==> config.mk <==
export PLATFORM = sky130hd
export DESIGN_NAME = usb_tx_arbiter
export DESIGN_NICKNAME = d
export VERILOG_FILES = /design/src/rtl/usb_tx_arbiter.sv
export SDC_FILE = /design/constraint.sdc
export NUM_CORES = 1
export LEC_CHECK = 0
export CAP_MARGIN = 20
export CORE_ASPECT_RATIO = 1.5
export CORE_MARGIN = 2
export CORE_UTILIZATION = 47
export DETAILED_ROUTE_END_ITERATION = 8
export MAX_ROUTING_LAYER = met4
export PLACE_DENSITY = 0.91
export RECOVER_POWER = 50
export SYNTH_ARGS = -nofsm -noshare
export SYNTH_HDL_FRONTEND = slang
export SYNTH_SLANG_ARGS = --single-unit
==> constraint.sdc <==
create_clock -name clk -period 1.85 [get_ports clk]
set_input_delay 0.185 -clock clk [delete_from_list [all_inputs] [get_ports clk]]
set_output_delay 0.185 -clock clk [all_outputs]
set_load 0.1 [all_outputs]
==> src/rtl/usb_tx_arbiter.sv <==
// usb_tx_arbiter: two-requester round-robin packet arbiter that frames
// PID / payload / optional CRC16 onto one valid-ready transmit channel.
// Ports: clk, reset (async, active low); req/pid/data/last per requester;
//   pop (one-hot byte consumed), gnt (one-hot owner), tx_data/tx_valid/
//   tx_ready (transmit channel), busy (not IDLE), pkt_cnt (done packets).
// Option: define USB_TX_CRC16_EN to append the USB CRC16 (lo, hi) bytes.
module usb_tx_arbiter #(
  parameter int IDLE_GAP = 2,
  parameter int MAX_LEN  = 64
) (
  input  logic        clk,
  input  logic        reset,
  input  logic        req0,
  input  logic        req1,
  input  logic [3:0]  pid0,
  input  logic [3:0]  pid1,
  input  logic [7:0]  data0,
  input  logic [7:0]  data1,
  input  logic        last0,
  input  logic        last1,
  output logic [1:0]  pop,
  output logic [1:0]  gnt,
  output logic [7:0]  tx_data,
  output logic        tx_valid,
  input  logic        tx_ready,
  output logic        busy,
  output logic [15:0] pkt_cnt
);

  localparam int GW = (IDLE_GAP > 1) ? $clog2(IDLE_GAP) : 1;
  localparam int LW = 10;

  typedef enum logic [2:0] {
    S_IDLE,
    S_PID,
    S_DATA,
    S_CRC1,
    S_CRC2,
    S_GAP
  } state_t;

  state_t        state_q;
  logic [1:0]    gnt_q;
  logic          rr_q;
  logic [LW-1:0] len_q;
  logic [GW-1:0] gap_q;
  logic [15:0]   pkt_cnt_q;

  logic          pick1_d;
  logic [3:0]    sel_pid;
  logic [7:0]    sel_data;
  logic          sel_last;
  logic          xfer;
  logic          data_end;
  logic          pkt_done;

`ifdef USB_TX_CRC16_EN
  logic [15:0]   crc_q;
  logic [15:0]   crc_out;

  // Reflected form of poly 0x8005: shift right, xor 0xA001.
  function automatic logic [15:0] crc_upd(
    input logic [15:0] c,
    input logic [7:0]  d
  );
    logic [15:0] r;
    r = c ^ {8'h00, d};
    for (int i = 0; i < 8; i++) begin
      r = r[0] ? ((r >> 1) ^ 16'hA001) : (r >> 1);
    end
    return r;
  endfunction

  assign crc_out = ~crc_q;
`endif

  // Both requesting: grant the one not served last.
  assign pick1_d  = (req0 && req1) ? ~rr_q : req1;

  assign sel_pid  = gnt_q[1] ? pid1  : pid0;
  assign sel_data = gnt_q[1] ? data1 : data0;
  assign sel_last = gnt_q[1] ? last1 : last0;

  assign tx_valid = (state_q == S_PID)  ||
                    (state_q == S_DATA) ||
                    (state_q == S_CRC1) ||
                    (state_q == S_CRC2);

  assign xfer     = tx_valid && tx_ready;
  assign data_end = sel_last || (len_q == LW'(MAX_LEN - 1));

`ifdef USB_TX_CRC16_EN
  assign pkt_done = (state_q == S_CRC2) && xfer;
`else
  assign pkt_done = (state_q == S_DATA) && xfer && data_end;
`endif

  assign pop     = ((state_q == S_DATA) && tx_ready) ? gnt_q : 2'b00;
  assign gnt     = gnt_q;
  assign busy    = (state_q != S_IDLE);
  assign pkt_cnt = pkt_cnt_q;

  always_comb begin
    tx_data = 8'h00;
    case (state_q)
      S_PID:  tx_data = {~sel_pid, sel_pid};
      S_DATA: tx_data = sel_data;
`ifdef USB_TX_CRC16_EN
      S_CRC1: tx_data = crc_out[7:0];
      S_CRC2: tx_data = crc_out[15:8];
`endif
      default: tx_data = 8'h00;
    endcase
  end

  always_ff @(posedge clk or negedge reset) begin
    if (!reset) begin
      state_q   <= S_IDLE;
      gnt_q     <= 2'b00;
      rr_q      <= 1'b1;
      len_q     <= '0;
      gap_q     <= '0;
      pkt_cnt_q <= 16'h0000;
`ifdef USB_TX_CRC16_EN
      crc_q     <= 16'hFFFF;
`endif
    end else begin
      case (state_q)
        S_IDLE: begin
          len_q <= '0;
`ifdef USB_TX_CRC16_EN
          crc_q <= 16'hFFFF;
`endif
          if (req0 || req1) begin
            state_q <= S_PID;
            gnt_q   <= pick1_d ? 2'b10 : 2'b01;
            rr_q    <= pick1_d;
          end
        end
        S_PID: begin
          if (xfer) state_q <= S_DATA;
        end
        S_DATA: begin
          if (xfer) begin
            len_q <= len_q + LW'(1);
`ifdef USB_TX_CRC16_EN
            crc_q <= crc_upd(crc_q, sel_data);
            if (data_end) state_q <= S_CRC1;
`endif
          end
        end
`ifdef USB_TX_CRC16_EN
        S_CRC1: begin
          if (xfer) state_q <= S_CRC2;
        end
`endif
        S_GAP: begin
          if (gap_q == GW'(IDLE_GAP - 1)) begin
            state_q <= S_IDLE;
          end else begin
            gap_q <= gap_q + GW'(1);
          end
        end
        default: ;
      endcase
      if (pkt_done) begin
        pkt_cnt_q <= pkt_cnt_q + 16'd1;
        gnt_q     <= 2'b00;
        gap_q     <= '0;
        state_q   <= (IDLE_GAP == 0) ? S_IDLE : S_GAP;
      end
    end
  end

endmodule

==> flow_metrics.tcl, run 1 <==
set metrics [dict create \
    status "complete, but fails checks" \
    violated_checks "negative setup slack" \
    cellLeakagePower_uw 0.00142 \
    timing.rr.end "state_q[0]" \
    library_cell_with_the_largest_summed_area_after_synthesis "dfrtp_1" \
    synthTopCellsByCount "dfrtp_1, nand2_1, xor2_1" \
    crit_buf_inv 2 \
    worst_hold_path.num_cells 1 \
    clkSlewWorstSetupHoldPaths_ns 0.07 \
    placed_area_sq_um 2930 \
    synth-seq-area-share 0.419 \
    maximum_single_stage_delay_on_the_critical_path_ns 0.53 \
    final-instance-count-excl-fill 325 \
    area.growth.synth_to_final_pct 64.0 \
    synthXorXnorAreaFrac 0.0887 \
    floorplan.die.height_microns 83.4 \
    clkLatencyLatePin_ns 0.30 \
    dp_cells 306 \
    numCtsBuffers 5 \
    n_fill_cell 214 \
    synth-main-ff-cell "dfrtp_1" \
    antenna_found_initial 0 \
    yosys.area_share.adder 0.0127 \
    first_iter_violations 109 \
    hold_path_class "reg -> reg" \
    synthMuxAreaShare 0.0824 \
    maximum_number_of_pins_on_one_net_before_global_route_repair 34 \
    synth-compound-area-share 0.0875 \
    required_ns 2.02 \
    regToRegSetupSlack_ns -0.005 \
    final-hold-violation-count 0 \
    antennaDiodeCount 0 \
    route.vias.total 1975 \
    syn_area_sq_um 1970 \
    buffer_ports.inserted 60 \
    grtUsageTotal 0.260 \
    ioPinCount 61 \
    drt_first_pass_iters 5 \
    routed_via_density 6.08 \
    clockRootBuffer "clkbuf_8" \
    postLayoutCoreUtil 0.811 \
    syn-instance-count 197 \
    worst_pin_slew_ns 0.812 \
    max-vdd-ir-drop_mv 1.79 \
    ant_nets 0 \
    critical_path.startpoint_type "flip-flop" \
    synthesis.area_per_instance_sq_um 10.0 \
    slew_headroom 0.459 \
    finalMaxSlewViolations 0 \
    path_type_of_the_worst_setup_path "reg -> reg" \
    synth-simple-area-share 0.272 \
    post-route-period-util 1.00 \
    synth_top_cells_by_area "dfrtp_1, mux2i_1, xor2_1" \
    route.detailed.drc 0 \
    power_uw 5660 \
    detail_route.wl_per_cell_microns 21.3 \
    fp.dieW_microns 56.9 \
    yosysUniqueCellTypes 48 \
    h_tree_depth 2 \
    cp_slowest_cell "dfrtp_4" \
    ys_ff_latch 33 \
    cell_family_with_most_cp_delay "flip-flops" \
    r2r.worst_path.cells 6 \
    placement_rows 28 \
    design.core.area_sq_um 3990 \
    synth_enable_flop_cells 0 \
    nets 312 \
    routed_wirelength_mm 6.92 \
    worst-path-stages 6 \
    postSynthNetCount 230 \
    global_route.overflow_total 0 \
    critical_path.endpoint_type "flip-flop" \
    clock_skew_ns 0.0103 \
    wire_length_of_the_first_global_routing_pass_mm 9.29 \
    synthMostInstantiatedCell "dfrtp_1" \
    holdBufCountCts 0 \
    floorplan.die_area_sq_um 4750 \
    post_route_design_area_sq_um 3240 \
    tritoncts "done" \
    cts-root-to-sink-buffers 2 \
    setup_viol 2 \
    cap_violations 0 \
    setup.worst_path.end "state_q[0]" \
    clock_sinks 33 \
    reg2reg_from "gnt[1]" \
    synth_top_family_by_area "simple AND/OR/NAND/NOR gates" \
    post-synth-top-area-fraction 0.406 \
    critical_path.cell_chain "buf_6 > mux2_4 > a31oi_4 > nor2_2 > buf_4 > nand3b_1" \
    setup_ws_ns -0.00526 \
    worst_ep_arrival_time_ns 2.03 \
    detailed_place_hpwl_mm 4.09 \
    first_global_vias 1990 \
    pwr_density_cell_nw_per_um2 1750 \
    starting_density_of_the_core 0.494 \
    max_clock_freq_ghz 0.539 \
    synth_warnings 0 \
    cp_max_fo 7 \
    final.min_clock_period_ns 1.86 \
    crit_path_start "gnt[1]" \
    final_layout_size_suffix_gt1_frac 0.429 \
    gp_routability_congestion 0.827 \
    synth-async-reset-ratio 1.00 \
]
## final cells by class
type | count | area [sq um] | share of cell area
Multi-Input combinational cell | 149 | 1320 | 0.409
Sequential cell | 33 | 853 | 0.264
Timing Repair Buffer | 84 | 848 | 0.262
Clock buffer | 5 | 68.8 | 0.0213
Clock inverter | 3 | 65.1 | 0.0201
Tap cell | 45 | 56.3 | 0.0174
Inverter | 6 | 22.5 | 0.00696
## routing by layer
| metal | global-route usage | part of all wire | vias up |
|---|---|---|---|
| met1 | 0.269 | 0.34 | 951 |
| met2 | 0.435 | 0.55 | 130 |
| met4 | 0.175 | 0.046 | 0 |
| li1 | - | - | 861 |
| met5 | - | 0 | - |
| met3 | 0.0467 | 0.063 | 33 |
## timing repair
| item | 4_1_cts | 5_1_grt |
|---|---|---|
| endpoints found under the setup margin | 10 | 12 |
| setup buffers | 4 | 8 |
| resized for setup | 12 | 14 |
## flip-flops by register name, summed over array words and instances, names as in the netlist
name / flops
gap_q: 1
gnt: 2
len_q: 10
pkt_cnt: 16
rr_q: 1
state_q: 3
## logic make-up after synthesis
logic type	Yosys count
flops	33
fa+ha+maj	2
compound gates	26
xor+xnor	20
simple gates	85
mux	16
buf+inv	15
## worst register-to-register path, stage by stage (launching register included)
cell	delay [ns]
dfrtp_4	0.53
buf_6	0.17
mux2_4	0.32
a31oi_4	0.28
nor2_2	0.10
buf_4	0.18
nand3b_1	0.16
## cell usage in the layout, fill, tap and decap left out, types with 3 or more instances in the layout
master	instances
a21oi_1	4
and3_1	4
buf_12	14
buf_4	22
clkbuf_2	16
clkbuf_8	5
clkdlybuf4s50_1	29
dfrtp_1	19
dfrtp_2	9
dfrtp_4	4
inv_1	6
mux2i_1	7
mux2i_2	3
mux2i_4	4
nand2_1	15
nand2b_1	5
nand3_1	9
nand4_1	4
nor2_1	9
nor2_2	3
nor3_1	3
nor4_2	8
o21ai_0	6
o21ai_4	4
o22ai_4	4
xnor2_1	4
xor2_1	16
## power by group
group | internal, uW | switching, uW
Clock | 535 | 294
Sequential | 924 | 250
Combinational | 1330 | 2330
Total | 2790 | 2870
## metrics by stage
stage	worst slack [ns]	setup TNS [ns]	hold slack, ns
2_1_floorplan	-0.00776	-0.00934	-0.111
3_3_place_gp	0.0726	0	0.458
3_5_place_dp	0.0166	0	0.482
4_1_cts	0.0000527	0	0.300
5_1_grt	-0.0510	-0.314	0.509
6_report	-0.00526	-0.00585	0.495
## worst min path at each step
stage	startpoint	endpoint	slack, ns
2_1_floorplan	reset	gap_q	-0.11
3_3_place_gp	pkt_cnt[15]	pkt_cnt[15]	0.46
3_5_place_dp	pkt_cnt[15]	pkt_cnt[15]	0.48
4_1_cts	reset	len_q[6]	0.30
5_1_grt	pkt_cnt[13]	pkt_cnt[13]	0.51
6_report	pkt_cnt[15]	pkt_cnt[15]	0.50
Power figures use the tool's default switching activity.
==> inputs of run 2 (changes only) <==
- CORE_UTILIZATION: 47 -> 50
- PLACE_DENSITY: 0.91 -> 0.95
- clock period: 1.85 -> 2.2 ns (I/O delays scaled with it)
==> flow_metrics.tcl, run 2 (synthesized netlist as in run 1, its figures left out) <==
set metrics [dict create \
    status "completed" \
    n_fill_cell 274 \
    detailed_place_hpwl_mm 3.80 \
    routed_wirelength_mm 5.04 \
    critical_path.cell_chain "buf_4 > mux2i_1 > nand2b_1 > o21ai_4 > buf_12" \
    first_global_vias 1756 \
    r2r.worst_path.cells 6 \
    power_uw 4080 \
    clkLatencyLatePin_ns 0.29 \
    critical_path.startpoint_type "flip-flop" \
    antenna_found_initial 0 \
    cts_post_setup_buffers_inserted 0 \
    grtUsageTotal 0.246 \
    finalMaxSlewViolations 0 \
    holdBufCountCts 0 \
    starting_density_of_the_core 0.512 \
    final_common_cell "dfrtp_1" \
    global_route.overflow_total 0 \
    final.min_clock_period_ns 2.11 \
    route.vias.total 1753 \
    required_ns 1.98 \
    first_iter_violations 45 \
    crit_buf_inv 2 \
    pwr_density_cell_nw_per_um2 1420 \
    ioPinCount 61 \
    post_cts_resized 0 \
    route.detailed.drc 0 \
    cell_family_with_most_cp_delay "flip-flops" \
    clock_skew_ns 0.00545 \
    drt_first_pass_iters 4 \
    critical_path.endpoint_type "primary output" \
    ant_nets 0 \
    placement_rows 28 \
    wire_length_of_the_first_global_routing_pass_mm 8.27 \
    routed_via_density 5.69 \
    area.growth.synth_to_final_pct 45.7 \
    cts-root-to-sink-buffers 2 \
    maximum_number_of_pins_on_one_net_before_global_route_repair 34 \
    final-hold-violation-count 0 \
    cp_max_fo 10 \
    timing.rr.end "pkt_cnt[11]" \
    largest_register_ffs 16 \
    max_clock_freq_ghz 0.473 \
    final_layout_size_suffix_gt1_frac 0.224 \
    path_type_of_the_worst_setup_path "reg -> out" \
    clock_sinks 33 \
    numCtsBuffers 5 \
    slew_headroom 0.228 \
    clkSlewWorstSetupHoldPaths_ns 0.07 \
    buffer_ports.inserted 60 \
    design.core.area_sq_um 3850 \
    cp_slowest_cell "dfrtp_2" \
    tritoncts "done" \
    h_tree_depth 2 \
    post-route-period-util 0.961 \
    floorplan.die.height_microns 81.0 \
    reg2reg_from "len_q[0]" \
    maximum_single_stage_delay_on_the_critical_path_ns 0.48 \
    gp_routability_congestion 0.835 \
    cap_violations 0 \
    layout_common_cells "dfrtp_1, clkdlybuf4s50_1, nand2_1, xor2_1, clkbuf_1" \
    setup.worst_path.end "tx_data[7]" \
    holdCritStartpoint "pkt_cnt[15]" \
    rsz0062_at_grt "no" \
    finalSetupTns_ns 0 \
    clockRootBuffer "clkbuf_8" \
    cellLeakagePower_uw 0.00124 \
    worst_pin_slew_ns 1.16 \
    floorplan.die_area_sq_um 4480 \
    hold_path_class "reg -> reg" \
    worst_ep_arrival_time_ns 1.89 \
    worst-path-stages 5 \
    antennaDiodeCount 0 \
    crit_path_start "gnt[1]" \
    detail_route.wl_per_cell_microns 16.4 \
    regToRegSetupSlack_ns 0.38 \
    max-vdd-ir-drop_mv 1.30 \
    setup_viol 0 \
    fp.dieW_microns 55.3 \
    nets 296 \
]
run 2: report_power, final:
group / internal [uW] / switching, uW / total, uW / leakage (uW)
logic: 854 / 1730 / 2590 / 0.000765
clock network: 329 / 225 / 554 / 0.0000540
registers: 750 / 184 / 934 / 0.000424
run 2: metrics by stage:
step / std cells / util / instance area [sq um] / worst slack (ns) / hold slack [ns]
6_report: 308 / 0.746 / 2880 / 0.0868 / 0.479
2_1_floorplan: 197 / - / 2090 / 0.00430 / -0.0756
4_1_cts: 308 / 0.761 / 2930 / 0.0141 / 0.343
3_3_place_gp: 301 / 0.734 / 2830 / 0.259 / 0.460
5_1_grt: 308 / 0.746 / 2880 / 0.0165 / 0.509
3_5_place_dp: 301 / 0.734 / 2830 / 0.188 / 0.482
run 2: area by class of cell:
cell class | count | area (sq um) | area share
Tap cell | 45 | 56.3 | 0.0196
Clock buffer | 5 | 68.8 | 0.0239
Multi-Input combinational cell | 149 | 1190 | 0.413
Clock inverter | 2 | 35.0 | 0.0122
Sequential cell | 33 | 828 | 0.288
Inverter | 6 | 22.5 | 0.00783
Timing Repair Buffer | 68 | 677 | 0.235
run 2: worst min-delay path by stage:
stage	depth (start not counted)	slack, ns	endpoint
3_5_place_dp	1	0.48	pkt_cnt[15]
2_1_floorplan	0	-0.08	gap_q
6_report	1	0.48	pkt_cnt[15]
4_1_cts	2	0.34	pkt_cnt[2]
3_3_place_gp	1	0.46	pkt_cnt[15]
5_1_grt	1	0.51	pkt_cnt[13]
run 2: layer usage:
metal	part of all wire	GRT usage	up-vias
met2	0.56	0.449	48
met1	0.38	0.257	863
met5	0	-	-
met3	0.043	0.0605	12
li1	-	-	830
met4	0.019	0.0878	0
==> inputs of run 3 (changes only) <==
- CORE_UTILIZATION: 50 -> 40
- PLACE_DENSITY: 0.95 -> 0.81
==> flow_metrics.tcl, run 3 (synthesized netlist as in run 1, its figures left out) <==
set metrics [dict create \
    critical_path.startpoint_type "flip-flop" \
    finalSetupTns_ns 0 \
    clock_skew_ns 0.00539 \
    cap_violations 0 \
    detail_route.wl_per_cell_microns 14.7 \
    global_route.overflow_total 0 \
    floorplan.die_area_sq_um 5530 \
    path_type_of_the_worst_setup_path "reg -> out" \
    cp_max_fo 8 \
    post-route-period-util 0.899 \
    cellLeakagePower_uw 0.00126 \
    ant_nets 0 \
    antennaDiodeCount 0 \
    ff_latch_area_sq_um 828 \
    fp.dieW_microns 61.4 \
    total_area_of_multi_input_combinational_cells_sq_um 1190 \
    final.min_clock_period_ns 1.98 \
    finalMaxSlewViolations 0 \
    holdBufCountCts 0 \
    starting_density_of_the_core 0.411 \
    h_tree_depth 2 \
    maximum_single_stage_delay_on_the_critical_path_ns 0.45 \
    grtUsageTotal 0.193 \
    max-vdd-ir-drop_mv 1.03 \
    first_global_vias 1653 \
    ioPinCount 61 \
    slew_headroom 0.220 \
    cts-root-to-sink-buffers 2 \
    n_fill_cell 426 \
    drt_first_pass_iters 4 \
    met3WireLength_microns 159 \
    pwr_density_cell_nw_per_um2 1410 \
    layout_common_cells "dfrtp_1, clkdlybuf4s50_1, nand2_1, xor2_1, clkbuf_1" \
    nets 298 \
    antenna_found_initial 0 \
    wirelength_met1_mm 1.92 \
    worst_ep_arrival_time_ns 1.76 \
    clkLatencyLatePin_ns 0.28 \
    worst_pin_slew_ns 1.18 \
    final-hold-violation-count 0 \
    largest_register_ffs 16 \
    route.detailed.drc 0 \
    clock_sinks 33 \
    placement_rows 31 \
    routed_wirelength_mm 4.90 \
    clockRootBuffer "clkbuf_8" \
    final_layout_size_suffix_gt1_frac 0.229 \
    routed_via_density 5.10 \
    clkSlewWorstSetupHoldPaths_ns 0.07 \
    critical_path.cell_chain "nor2b_1 > nand2b_2 > nand2b_1 > o21ai_4 > buf_12" \
    setup_viol 0 \
    first_iter_violations 49 \
    status "completed" \
    numCtsBuffers 5 \
    max_clock_freq_ghz 0.506 \
    postLayoutCoreUtil 0.609 \
    critical_path.endpoint_type "primary output" \
    cp_slowest_cell "dfrtp_1" \
    area.growth.synth_to_final_pct 48.4 \
    route.met2.wl_mm 2.76 \
    wire_length_of_the_first_global_routing_pass_mm 7.85 \
    design.core.area_sq_um 4810 \
    tritoncts "done" \
    worst_hold_slack_ns 0.476 \
    floorplan.die.height_microns 90.0 \
    maximum_number_of_pins_on_one_net_before_global_route_repair 34 \
    hold_path_class "reg -> reg" \
    required_ns 1.98 \
    route.vias.total 1694 \
    rsz0062_at_grt "no" \
    final_common_cell "dfrtp_1" \
    detailed_place_hpwl_mm 3.71 \
    buffer_ports.inserted 60 \
    gp_routability_congestion 0.822 \
    top_layer "met4" \
]
-- run 3: path summary, 6_finish.rpt --
| check | start | to | slack, ns | cells after the start |
|---|---|---|---|---|
| max in group asynchronous | reset | gnt[1] | 1.11 | 2 |
| worst max register to register | len_q[0] | pkt_cnt[5] | 0.30 | 6 |
| min in group asynchronous | reset | pkt_cnt[12] | 0.54 | 2 |
| worst max-delay path | state_q[0] | tx_data[5] | 0.22 | 5 |
| worst min-delay path | pkt_cnt[15] | pkt_cnt[15] | 0.48 | 1 |
| worst min register to register | pkt_cnt[15] | pkt_cnt[15] | 0.48 | 1 |
-- run 3: through the flow --
step	setup slack, ns	cells	total power (uW)	cell area (sq um)
floorplan	0.00430	197	2770	2090
global placement	0.405	324	3540	2870
detailed placement	0.331	324	3580	2870
CTS	0.0801	332	4180	2990
global route	0.0651	332	4320	2930
finish	0.222	332	4140	2930
-- run 3: layout make-up --
class	instances	area share
timing repair buffer	70	0.236
inverter	6	0.00769
clock inverter	1	0.0102
tap	66	0.0282
clock buffer	7	0.0295
sequential	33	0.283
multi-input combinational	149	0.406
-- run 3: worst max-delay path: cells and delay by family (launching register included) --
family / cells / cell delay (ns)
AOI/OAI and AO/OA: 1 / 0.10
buffers and inverters: 1 / 0.19
DFF: 1 / 0.45
and+or+nand+nor: 3 / 0.73
-- run 3: report_power, final --
part	switching, uW	internal (uW)	leakage (uW)
combinational	1710	879	0.000775
clock	225	369	0.0000585
sequential	205	750	0.000424
total	2140	2000	0.00126
-- run 3: timing repair --
| action | CTS | global route |
|---|---|---|
| endpoints found under the setup margin | 0 | 4 |
| resized for setup | 0 | 1 |
| setup buffers | 0 | 0 |
-- run 3: metal layers --
layer	vias up	GRT usage
met3	6	0.0345
li1	841	-
met2	28	0.332
met5	-	-
met1	819	0.226
met4	0	0.0479
